**config.mk**
```make
export PLATFORM = sky130hd
export DESIGN_NAME = ntt_stage_sequencer
export DESIGN_NICKNAME = d
export VERILOG_FILES = /design/src/rtl/ntt_ctrl_pkg.sv /design/src/rtl/ntt_grp_counter.sv /design/src/rtl/ntt_stage_sequencer.sv
export SDC_FILE = /design/constraint.sdc
export NUM_CORES = 1
export LEC_CHECK = 0
export BUFFER_PORTS_ARGS = -buffer_cell sky130_fd_sc_hd__buf_2
export CORE_ASPECT_RATIO = 1.25
export CORE_UTILIZATION = 45
export DETAILED_ROUTE_END_ITERATION = 12
export PLACE_DENSITY = 0.64
export SYNTH_ARGS = -nofsm -noshare
export SYNTH_HDL_FRONTEND = slang
export SYNTH_SLANG_ARGS = --single-unit
```
**constraint.sdc**
```tcl
create_clock -name clk -period 2.4 [get_ports clk]
set_input_delay 0 -clock clk [delete_from_list [all_inputs] [get_ports clk]]
set_output_delay 0 -clock clk [all_outputs]
set_load 0.005 [all_outputs]
```
**src/rtl/ntt_ctrl_pkg.sv**
```systemverilog
// Shared control types and defaults for the NTT stage sequencer.
// Latency: none (declarations only); backpressure: n/a.
package ntt_ctrl_pkg;

    localparam int NUM_STAGE_DEF = 3;
    localparam int BU_TOTAL_DEF  = 256;
    localparam int GRP_SHIFT_DEF = 4;
    localparam int IT_DEPTH_W    = 3;

    typedef enum logic [2:0] {
        ST_IDLE,
        ST_INIT,
        ST_RUN,
        ST_DRAIN,
        ST_DONE
    } state_t;

    // log2 of the group count for a stage, saturated so groups never exceed the butterfly count
    function automatic int grp_log2(input int stage, input int shift, input int log2_total);
        int v;
        v = stage * shift;
        return (v > log2_total) ? log2_total : v;
    endfunction

endpackage

```
**src/rtl/ntt_grp_counter.sv**
```systemverilog
// Butterfly/group index counter: bu_idx wraps at a run-time bound, grp_idx advances on each wrap.
// Latency: indices update one cycle after inc_i; backpressure: none, counts whenever inc_i is high.
module ntt_grp_counter
    import ntt_ctrl_pkg::*;
#(
    parameter int CNT_W = 16
) (
    input  logic             clk,
    input  logic             rst,
    input  logic             inc_i,
    input  logic             clr_i,
    input  logic [CNT_W-1:0] wrap_bound_i,
    output logic [CNT_W-1:0] bu_idx_o,
    output logic [CNT_W-1:0] grp_idx_o
);

    logic [CNT_W-1:0] bu_q, bu_d;
    logic [CNT_W-1:0] grp_q, grp_d;

    always_comb begin
        bu_d  = bu_q;
        grp_d = grp_q;
        if (clr_i) begin
            bu_d  = '0;
            grp_d = '0;
        end else if (inc_i) begin
            if (bu_q == wrap_bound_i) begin
                bu_d  = '0;
                grp_d = grp_q + CNT_W'(1);
            end else begin
                bu_d  = bu_q + CNT_W'(1);
            end
        end
    end

    always_ff @(posedge clk or posedge rst) begin
        if (rst) begin
            bu_q  <= '0;
            grp_q <= '0;
        end else begin
            bu_q  <= bu_d;
            grp_q <= grp_d;
        end
    end

    assign bu_idx_o  = bu_q;
    assign grp_idx_o = grp_q;

endmodule

```
**src/rtl/ntt_stage_sequencer.sv**
```systemverilog
// NTT stage sequencer: twiddle init, per-stage butterfly issue, drain of in-flight results.
// Latency: r_en/tf_ren/w_en/ntt_en are combinational; issue stalls while issue_rdy is low.
module ntt_stage_sequencer
    import ntt_ctrl_pkg::*;
#(
    parameter int NUM_STAGE   = NUM_STAGE_DEF,
    parameter int BU_TOTAL    = BU_TOTAL_DEF,
    parameter int GRP_SHIFT   = GRP_SHIFT_DEF,
    parameter int INIT_CYCLES = 16,
    parameter int CNT_W       = 16
) (
    input  logic                  clk,
    input  logic                  rst,
    input  logic                  start,
    input  logic                  inv,
    input  logic                  issue_rdy,
    input  logic                  rd_valid,
    input  logic                  bu_valid,
    output logic                  tf_init,
    output logic                  tf_ren,
    output logic                  agu_en,
    output logic                  r_en,
    output logic                  w_en,
    output logic                  ntt_en,
    output logic [IT_DEPTH_W-1:0] it_depth,
    output logic [IT_DEPTH_W-1:0] stage_idx,
    output logic [CNT_W-1:0]      grp_idx,
    output logic [CNT_W-1:0]      bu_idx,
    output logic                  busy,
    output logic                  done,
    output logic                  err
);

    localparam int                    LOG2_BU    = $clog2(BU_TOTAL);
    localparam int                    ISS_W      = CNT_W + 1;
    localparam logic [ISS_W-1:0]      ISS_TOTAL  = ISS_W'(BU_TOTAL);
    localparam logic [ISS_W-1:0]      ISS_LAST   = ISS_W'(BU_TOTAL - 1);
    localparam logic [IT_DEPTH_W-1:0] LAST_STAGE = IT_DEPTH_W'(NUM_STAGE - 1);
    localparam logic [CNT_W-1:0]      INIT_LAST  = CNT_W'(INIT_CYCLES - 1);

    state_t                  state_q, state_d;
    logic [CNT_W-1:0]        init_cnt_q, init_cnt_d;
    logic [ISS_W-1:0]        issue_cnt_q, issue_cnt_d;
    logic [CNT_W-1:0]        inflight_q, inflight_d;
    logic [IT_DEPTH_W-1:0]   stage_q, stage_d;
    logic                    inv_q, inv_d;
    logic                    err_q, err_d;
    logic                    issue;
    logic                    grp_clr;
    logic                    drain_empty;
    logic [CNT_W-1:0]        wrap_bound;

    assign drain_empty = (inflight_q == '0);
    assign wrap_bound  = CNT_W'((BU_TOTAL >> grp_log2(int'(stage_q), GRP_SHIFT, LOG2_BU)) - 1);

    always_ff @(posedge clk or posedge rst) begin
        if (rst) state_q <= ST_IDLE;
        else     state_q <= state_d;
    end

    always_comb begin
        state_d = state_q;
        case (state_q)
            ST_IDLE:  if (start) state_d = ST_INIT;
            ST_INIT:  if (init_cnt_q == INIT_LAST) state_d = ST_RUN;
            ST_RUN:   if (issue && issue_cnt_q == ISS_LAST) state_d = ST_DRAIN;
            ST_DRAIN: if (drain_empty) state_d = (stage_q < LAST_STAGE) ? ST_RUN : ST_DONE;
            ST_DONE:  state_d = ST_IDLE;
            default:  state_d = ST_IDLE;
        endcase
    end

    always_comb begin
        tf_init = (state_q == ST_INIT);
        agu_en  = (state_q == ST_RUN) && (issue_cnt_q < ISS_TOTAL);
        issue   = agu_en && issue_rdy;
        r_en    = issue;
        tf_ren  = issue;
        w_en    = ((state_q == ST_RUN) || (state_q == ST_DRAIN)) && bu_valid;
        ntt_en  = ((state_q == ST_RUN) || (state_q == ST_DRAIN)) && rd_valid;
        busy    = (state_q != ST_IDLE);
        done    = (state_q == ST_DONE);
    end

    // A write with nothing outstanding, or an increment at full scale, flags err and leaves inflight alone
    always_comb begin
        init_cnt_d  = init_cnt_q;
        issue_cnt_d = issue_cnt_q;
        inflight_d  = inflight_q;
        stage_d     = stage_q;
        inv_d       = inv_q;
        err_d       = err_q;
        grp_clr     = 1'b0;

        if (w_en && drain_empty) begin
            err_d = 1'b1;
        end else if (r_en && !w_en) begin
            if (inflight_q == '1) err_d = 1'b1;
            else                  inflight_d = inflight_q + CNT_W'(1);
        end else if (w_en && !r_en) begin
            inflight_d = inflight_q - CNT_W'(1);
        end

        if (issue) issue_cnt_d = issue_cnt_q + ISS_W'(1);

        case (state_q)
            ST_IDLE: begin
                if (start) begin
                    init_cnt_d  = '0;
                    issue_cnt_d = '0;
                    inflight_d  = '0;
                    stage_d     = '0;
                    inv_d       = inv;
                    err_d       = 1'b0;
                    grp_clr     = 1'b1;
                end
            end
            ST_INIT:  init_cnt_d = init_cnt_q + CNT_W'(1);
            ST_DRAIN: begin
                if (drain_empty && stage_q < LAST_STAGE) begin
                    stage_d     = stage_q + IT_DEPTH_W'(1);
                    issue_cnt_d = '0;
                    grp_clr     = 1'b1;
                end
            end
            default: ;
        endcase
    end

    always_ff @(posedge clk or posedge rst) begin
        if (rst) begin
            init_cnt_q  <= '0;
            issue_cnt_q <= '0;
            inflight_q  <= '0;
            stage_q     <= '0;
            inv_q       <= 1'b0;
            err_q       <= 1'b0;
        end else begin
            init_cnt_q  <= init_cnt_d;
            issue_cnt_q <= issue_cnt_d;
            inflight_q  <= inflight_d;
            stage_q     <= stage_d;
            inv_q       <= inv_d;
            err_q       <= err_d;
        end
    end

    ntt_grp_counter #(
        .CNT_W (CNT_W)
    ) u_grp_counter (
        .clk          (clk),
        .rst          (rst),
        .inc_i        (issue),
        .clr_i        (grp_clr),
        .wrap_bound_i (wrap_bound),
        .bu_idx_o     (bu_idx),
        .grp_idx_o    (grp_idx)
    );

    assign stage_idx = stage_q;
    assign it_depth  = inv_q ? (LAST_STAGE - stage_q) : stage_q;
    assign err       = err_q;

endmodule

```
==> flow_summary.toml, run 1 <==
[yosys]
ys_seq_elements = 89
synth_cells = 547
synth_area_um2 = 5110
yosysTopAreaCell = "dfrtp_1"
async_flop_share_pct = 100
synth_top_area_share_pct = 43.6
ys_types = 65
netlist_top_cells_area = "dfrtp_1 (44%), xor2_1 (5.0%), nor2_1 (4.4%)"
synth_warnings = 0
syn-num-nets = 565
netlist_top_cells_count = "dfrtp_1 (89), nor2_1 (60), nand2_1 (46)"
synth_edf_count = 0
seq_area_frac_synth_pct = 43.6
synth.most_common_cell = "dfrtp_1"
avgSynthCellArea_um2 = 9.35
synthFlopType = "dfrtp_1"

[clock_tree]
clkSinkCount = 89
worstSkewPairLatency_ps = 340
cts_buffers = 9
htreeDepth = 3
clk_pin_slew_ps = 70
cts_tree = "yes"
clockBufferDepth = 2
cts_root_buffer = "clkbuf_16"

[timing]
setup_slack_ps = 37.9
tightest_slew_ps = 842
hold_viol = 0
whs_ps = 122
rsz0062_at_grt = "yes"
setup_viol_count_final = 0
fmax_mhz = 423
fin_crit_sh_pct = 98.4
clock-skew-final_ps = 7.83
min_period_ps = 2360
maxSlewHeadroom_pct = 43.8
slew_viol_final = 0

[placement]
gp_congestion = 0.952
place_ws_ps = 37.8
port-buffer-count = 53
place_inst = 755
dp_hpwl_um = 9180

[setup_path]
path_cells = "nor2_4 -> nand2_2 -> ha_4 -> ha_4 -> xor2_2 -> nand3_2 -> nor4_4 -> buf_4 -> nand3_1 -> o211ai_1 -> o31ai_1"
cpPeakStageDelay_ps = 420
cp_max_fo = 8
setup.worst_path.start_class = "register"
cp_data_required_time_ps = 2620
cpLargestDelayFamily = "simple AND/OR/NAND/NOR gates"
critPathSlowestCell = "dfrtp_2"
crit_buf_inv = 1
cp_data_arrival_time_ps = 2590
critPathMostFrequentCell = "ha_4"
path_class = "register to register"
end_kind = "register"

[die]
io_pins = 54
die-area_um2 = 11800
die_w_um = 97.3
row_count = 43
coreArea_um2 = 11100
die_h_um = 121
start_util_pct = 46.1

[detailed_routing]
drt_iter0_markers = 240
ant_nets = 0
routed_via_density = 5.84
dr.pass1.iters = 9
drc = 2
dr_total_vias = 4524
totalWireLength_um = 12400
wl_per_cell_um = 16.1

[cells_and_area]
area.sequential_um2 = 2230
fill_cells = 978
syn_to_final_growth_pct = 21.5
drive_gt1_share_pct = 24.7
nets = 652
multi_input_area_um2 = 2770
n_antenna_cell = 0
layoutNonFillerInstCount = 774

[grt]
grt_pass1_vias = 4206
grt_usage_pct = 21.9
grt_pass1_wl_um = 20700
antenna_found_initial = 0
grt.overflow.total = 0
grt_max_degree = 40

[power]
p_leak_nw = 2.91
ir_drop_v = 0.000331
cellPowerDensity_nw_per_um2 = 507

[worst_hold_path]
min_path_type = "input port to register"

[outcome]
outcome = "complete, but fails checks"
violations = "DRC"

[flow_run]
max-cap-violations = 0
-- repair_timing --
action / CTS / global route
hold endpoints to repair: 35 / 0
gates resized for setup: 0 / 11
hold buffers: 2 / 0
setup endpoints to repair: 0 / 42
setup buffers: 0 / 1
-- worst reg2reg max path: cells and delay by family, from the launching register on --
family                   cells  cell delay [ps]
AO/OA/AOI/OAI                2              280
AND/OR/NAND/NOR              5              750
flip-flops                   1              420
adder cells (fa/ha/maj)      2              440
XOR/XNOR                     1              160
buffers and inverters        1              210
-- layout by cell type, fill, tap and decap left out, types with 9 or more instances in the layout --
| cell | synthesis | final |
|---|---|---|
| and2_1 | 12 | 12 |
| dfrtp_1 | 89 | 88 |
| and3_1 | 20 | 20 |
| nand2_1 | 46 | 45 |
| nor4_1 | 14 | 13 |
| nor2_1 | 60 | 60 |
| buf_4 | 3 | 47 |
| o21ai_0 | 39 | 36 |
| buf_2 | 8 | 53 |
| nand3_1 | 29 | 28 |
| ha_1 | 11 | 9 |
| nand4_1 | 25 | 25 |
| nor3_1 | 11 | 10 |
| and4_1 | 10 | 10 |
| xor2_1 | 29 | 28 |
| a21oi_1 | 18 | 17 |
| clkbuf_16 | 0 | 9 |
-- power breakdown --
group / total [W] / internal (W) / leakage, nW / switching (W)
clock network: 0.00154 / 0.000942 / 0.155 / 0.000593
logic: 0.000115 / 0.0000370 / 1.55 / 0.0000779
registers: 0.00150 / 0.00150 / 1.20 / 0
-- worst paths after layout --
path | from | endpoint | slack (ps) | depth (start not counted)
setup / recovery | stage_idx[1] | u_grp_counter.grp_idx_o[14] | 40 | 11
hold / removal | start | inflight_q[9] | 120 | 3
setup reg to reg | stage_idx[1] | u_grp_counter.grp_idx_o[14] | 40 | 11
hold reg to reg | u_grp_counter.grp_idx_o[11] | u_grp_counter.grp_idx_o[11] | 500 | 1
max in group asynchronous | rst | init_cnt_q[12] | 1370 | 4
min in group asynchronous | rst | issue_cnt_q[16] | 370 | 3
-- flip-flops by register name (all words and copies together), names as in the netlist --
register	count
err	1
inflight_q	16
init_cnt_q	16
inv_q	1
issue_cnt_q	17
stage_idx	3
state_q	3
u_grp_counter.bu_idx_o	16
u_grp_counter.grp_idx_o	16
-- cells by family after synthesis --
group                    synth area share [%]
buffers and inverters                    3.67
AO/OA/AOI/OAI                            12.3
XOR/XNOR                                 6.17
AND/OR/NAND/NOR                          30.1
multiplexers                             1.49
flip-flops                               43.6
adder cells (fa/ha/maj)                  2.69
-- final cells by class --
class | count | share of cell area (%)
clock buffer | 10 | 3.85
clock inverter | 6 | 1.43
inverter | 10 | 0.665
multi-input combinational | 420 | 44.7
sequential | 89 | 35.9
tap | 135 | 2.72
timing repair buffer | 104 | 10.8
-- per-stage QoR --
step                      setup TNS, ps  total power, W  utilization (%)  area, um2
after floorplan                    -108         0.00160                -       5150
final                                 0         0.00315             56.0       6210
after CTS                             0         0.00319             55.6       6160
after global placement                0         0.00164             52.4       5810
after detailed placement              0         0.00164             52.4       5810
after global routing               -713         0.00325             56.0       6210
-- per-layer routing --
layer	vias to the layer above	global-route usage [%]	part of all wire, %
met4	0	7.90	2.1
met2	128	36.4	49
met1	2179	28.9	44
met3	31	3.74	4.9
met5	-	0	0
li1	2186	-	-
(Power assumes the default switching activity.)
==> run 2, diff against run 1 <==
CTS_BUF_LIST = sky130_fd_sc_hd__clkbuf_2   (was not set)
CTS_CLUSTER_SIZE = 10   (was not set)
==> run 2 against run 1 <==
Count of clock-buffer cells in the layout decreased by 1; worst hold slack better by 1.3 ps; via count is 0.66% lower; the run still ends with DRC left; cell count is 0.52% higher; clock power is 44% lower; flip-flop and latch count did not move; largest cell class unchanged; power shrank 21%; register-to-register slack barely moved; critical path type unchanged; wire length about the same.
==> flow_summary.toml, run 2 (synthesized netlist as in run 1, its figures left out) <==
[outcome]
outcome = "complete, but fails checks"
violations = "DRC"

[setup_path]
cp_data_arrival_time_ps = 2840
cp_data_required_time_ps = 2870
rr_worst_depth = 11
path_class = "register to register"
end_kind = "register"
setup.worst_path.start_class = "register"
cp_max_fo = 8
r2r_slack_ps = 30
r2r-start = "stage_idx[1]"
r2r-end = "u_grp_counter.grp_idx_o[14]"

[die]
die_w_um = 97.3
coreArea_um2 = 11100
io_pins = 54
die-area_um2 = 11800
die_h_um = 121
start_util_pct = 46.1
row_count = 43

[clock_tree]
htreeDepth = 3
worstSkewPairLatency_ps = 550
cts_root_buffer = "clkbuf_2"
clkSinkCount = 89
cts_buffers = 9
cts_tree = "yes"
clockBufferDepth = 2
clk_pin_slew_ps = 250

[detailed_routing]
dr.pass1.iters = 9
routed_via_density = 5.78
ant_nets = 0
totalWireLength_um = 12400
drc = 2
wl_per_cell_um = 16.0
dr_total_vias = 4494
drt_iter0_markers = 205

[timing]
tightest_slew_ps = 852
totalNegativeSetupSlack_ps = 0
fin_crit_sh_pct = 98.6
maxSlewHeadroom_pct = 43.0
setup_viol_count_final = 0
hold_viol = 0
rsz0062_at_grt = "yes"
slew_viol_final = 0
min_period_ps = 2370
fmax_mhz = 423
clock-skew-final_ps = 27.5
whs_ps = 124

[placement]
placed_area_um2 = 5810
dp_hpwl_um = 9180
port-buffer-count = 53
gp_congestion = 0.952

[cells_and_area]
utilization_pct = 54.5
largest_reg_flops = 17
syn_to_final_growth_pct = 18.3
final_cell_mix = "dfrtp_1 (88), nor2_1 (60), buf_2 (53), buf_4 (48), nand2_1 (45)"
nets = 655
final_area_um2 = 6050
drive_gt1_share_pct = 24.6
regMostFlops = "issue_cnt_q"
final_common_cell = "dfrtp_1"

[grt]
antenna_found_initial = 1
grt_max_degree = 40
grt_usage_pct = 21.9
grt.overflow.total = 0
grt_pass1_vias = 4225
grt_pass1_wl_um = 20700

[worst_hold_path]
min_path_type = "input port to asynchronous set/reset pin"

[power]
ir_drop_v = 0.000249
cellPowerDensity_nw_per_um2 = 411
power.total_w = 0.00249
p_leak_nw = 2.84

[flow_run]
max-cap-violations = 0
[run 2: worst max-delay path by stage]
stage | cells after the start | endpoint | slack, ps | start
global route | 11 | u_grp_counter.grp_idx_o[14] | -110 | stage_idx[1]
floorplan | 10 | u_grp_counter.grp_idx_o[15] | -70 | stage_idx[1]
detailed placement | 11 | u_grp_counter.grp_idx_o[14] | 40 | stage_idx[1]
CTS | 10 | u_grp_counter.grp_idx_o[15] | 20 | stage_idx[1]
global placement | 12 | u_grp_counter.grp_idx_o[12] | 120 | stage_idx[1]
finish | 11 | u_grp_counter.grp_idx_o[14] | 30 | stage_idx[1]
[run 2: final cells by class]
cell class	instances	area, um2
antenna	1	2.50
clock buffer	9	45.0
clock inverter	7	92.6
fill	1007	5040
inverter	10	41.3
multi-input combinational	420	2780
sequential	89	2230
tap	135	169
timing repair buffer	107	687
[run 2: power breakdown]
| part | switching (W) | total (W) | leakage (nW) | internal, W |
|---|---|---|---|---|
| Combinational | 0.0000782 | 0.000117 | 1.56 | 0.0000391 |
| Clock | 0.000523 | 0.000864 | 0.0760 | 0.000342 |
| Sequential | 0 | 0.00150 | 1.20 | 0.00150 |
| Total | 0.000601 | 0.00249 | 2.84 | 0.00188 |
[run 2: repair_timing]
item                                    in CTS  in global routing
endpoints found under the hold margin       56                  0
gates resized for setup                      0                 13
hold buffers                                 5                  0
buffers inserted                             0                  2
endpoints found under the setup margin       0                 46
[run 2: critical path: stages (launching register included)]
cell and delay, ps:
dfrtp_2 470, nor2_4 180, nand2_2 80, ha_4 180, ha_4 260, xor2_2 160, nand3_2 140, nor4_4 240
buf_4 210, nand3_1 100, o211ai_1 190, o31ai_1 90
[run 2: metrics by stage]
stage | cells | setup slack [ps]
2_1_floorplan | 547 | -73.2
3_3_place_gp | 755 | 121
3_5_place_dp | 755 | 37.8
4_1_cts | 776 | 20.6
5_1_grt | 778 | -113
6_report | 778 | 34.4
[run 2: per-layer routing]
metal	routed length, um	global-route usage [%]	vias up
li1	-	-	2192
met2	6050	36.6	124
met4	218	7.54	0
met1	5530	28.8	2160
met5	0	0	-
met3	635	3.69	18
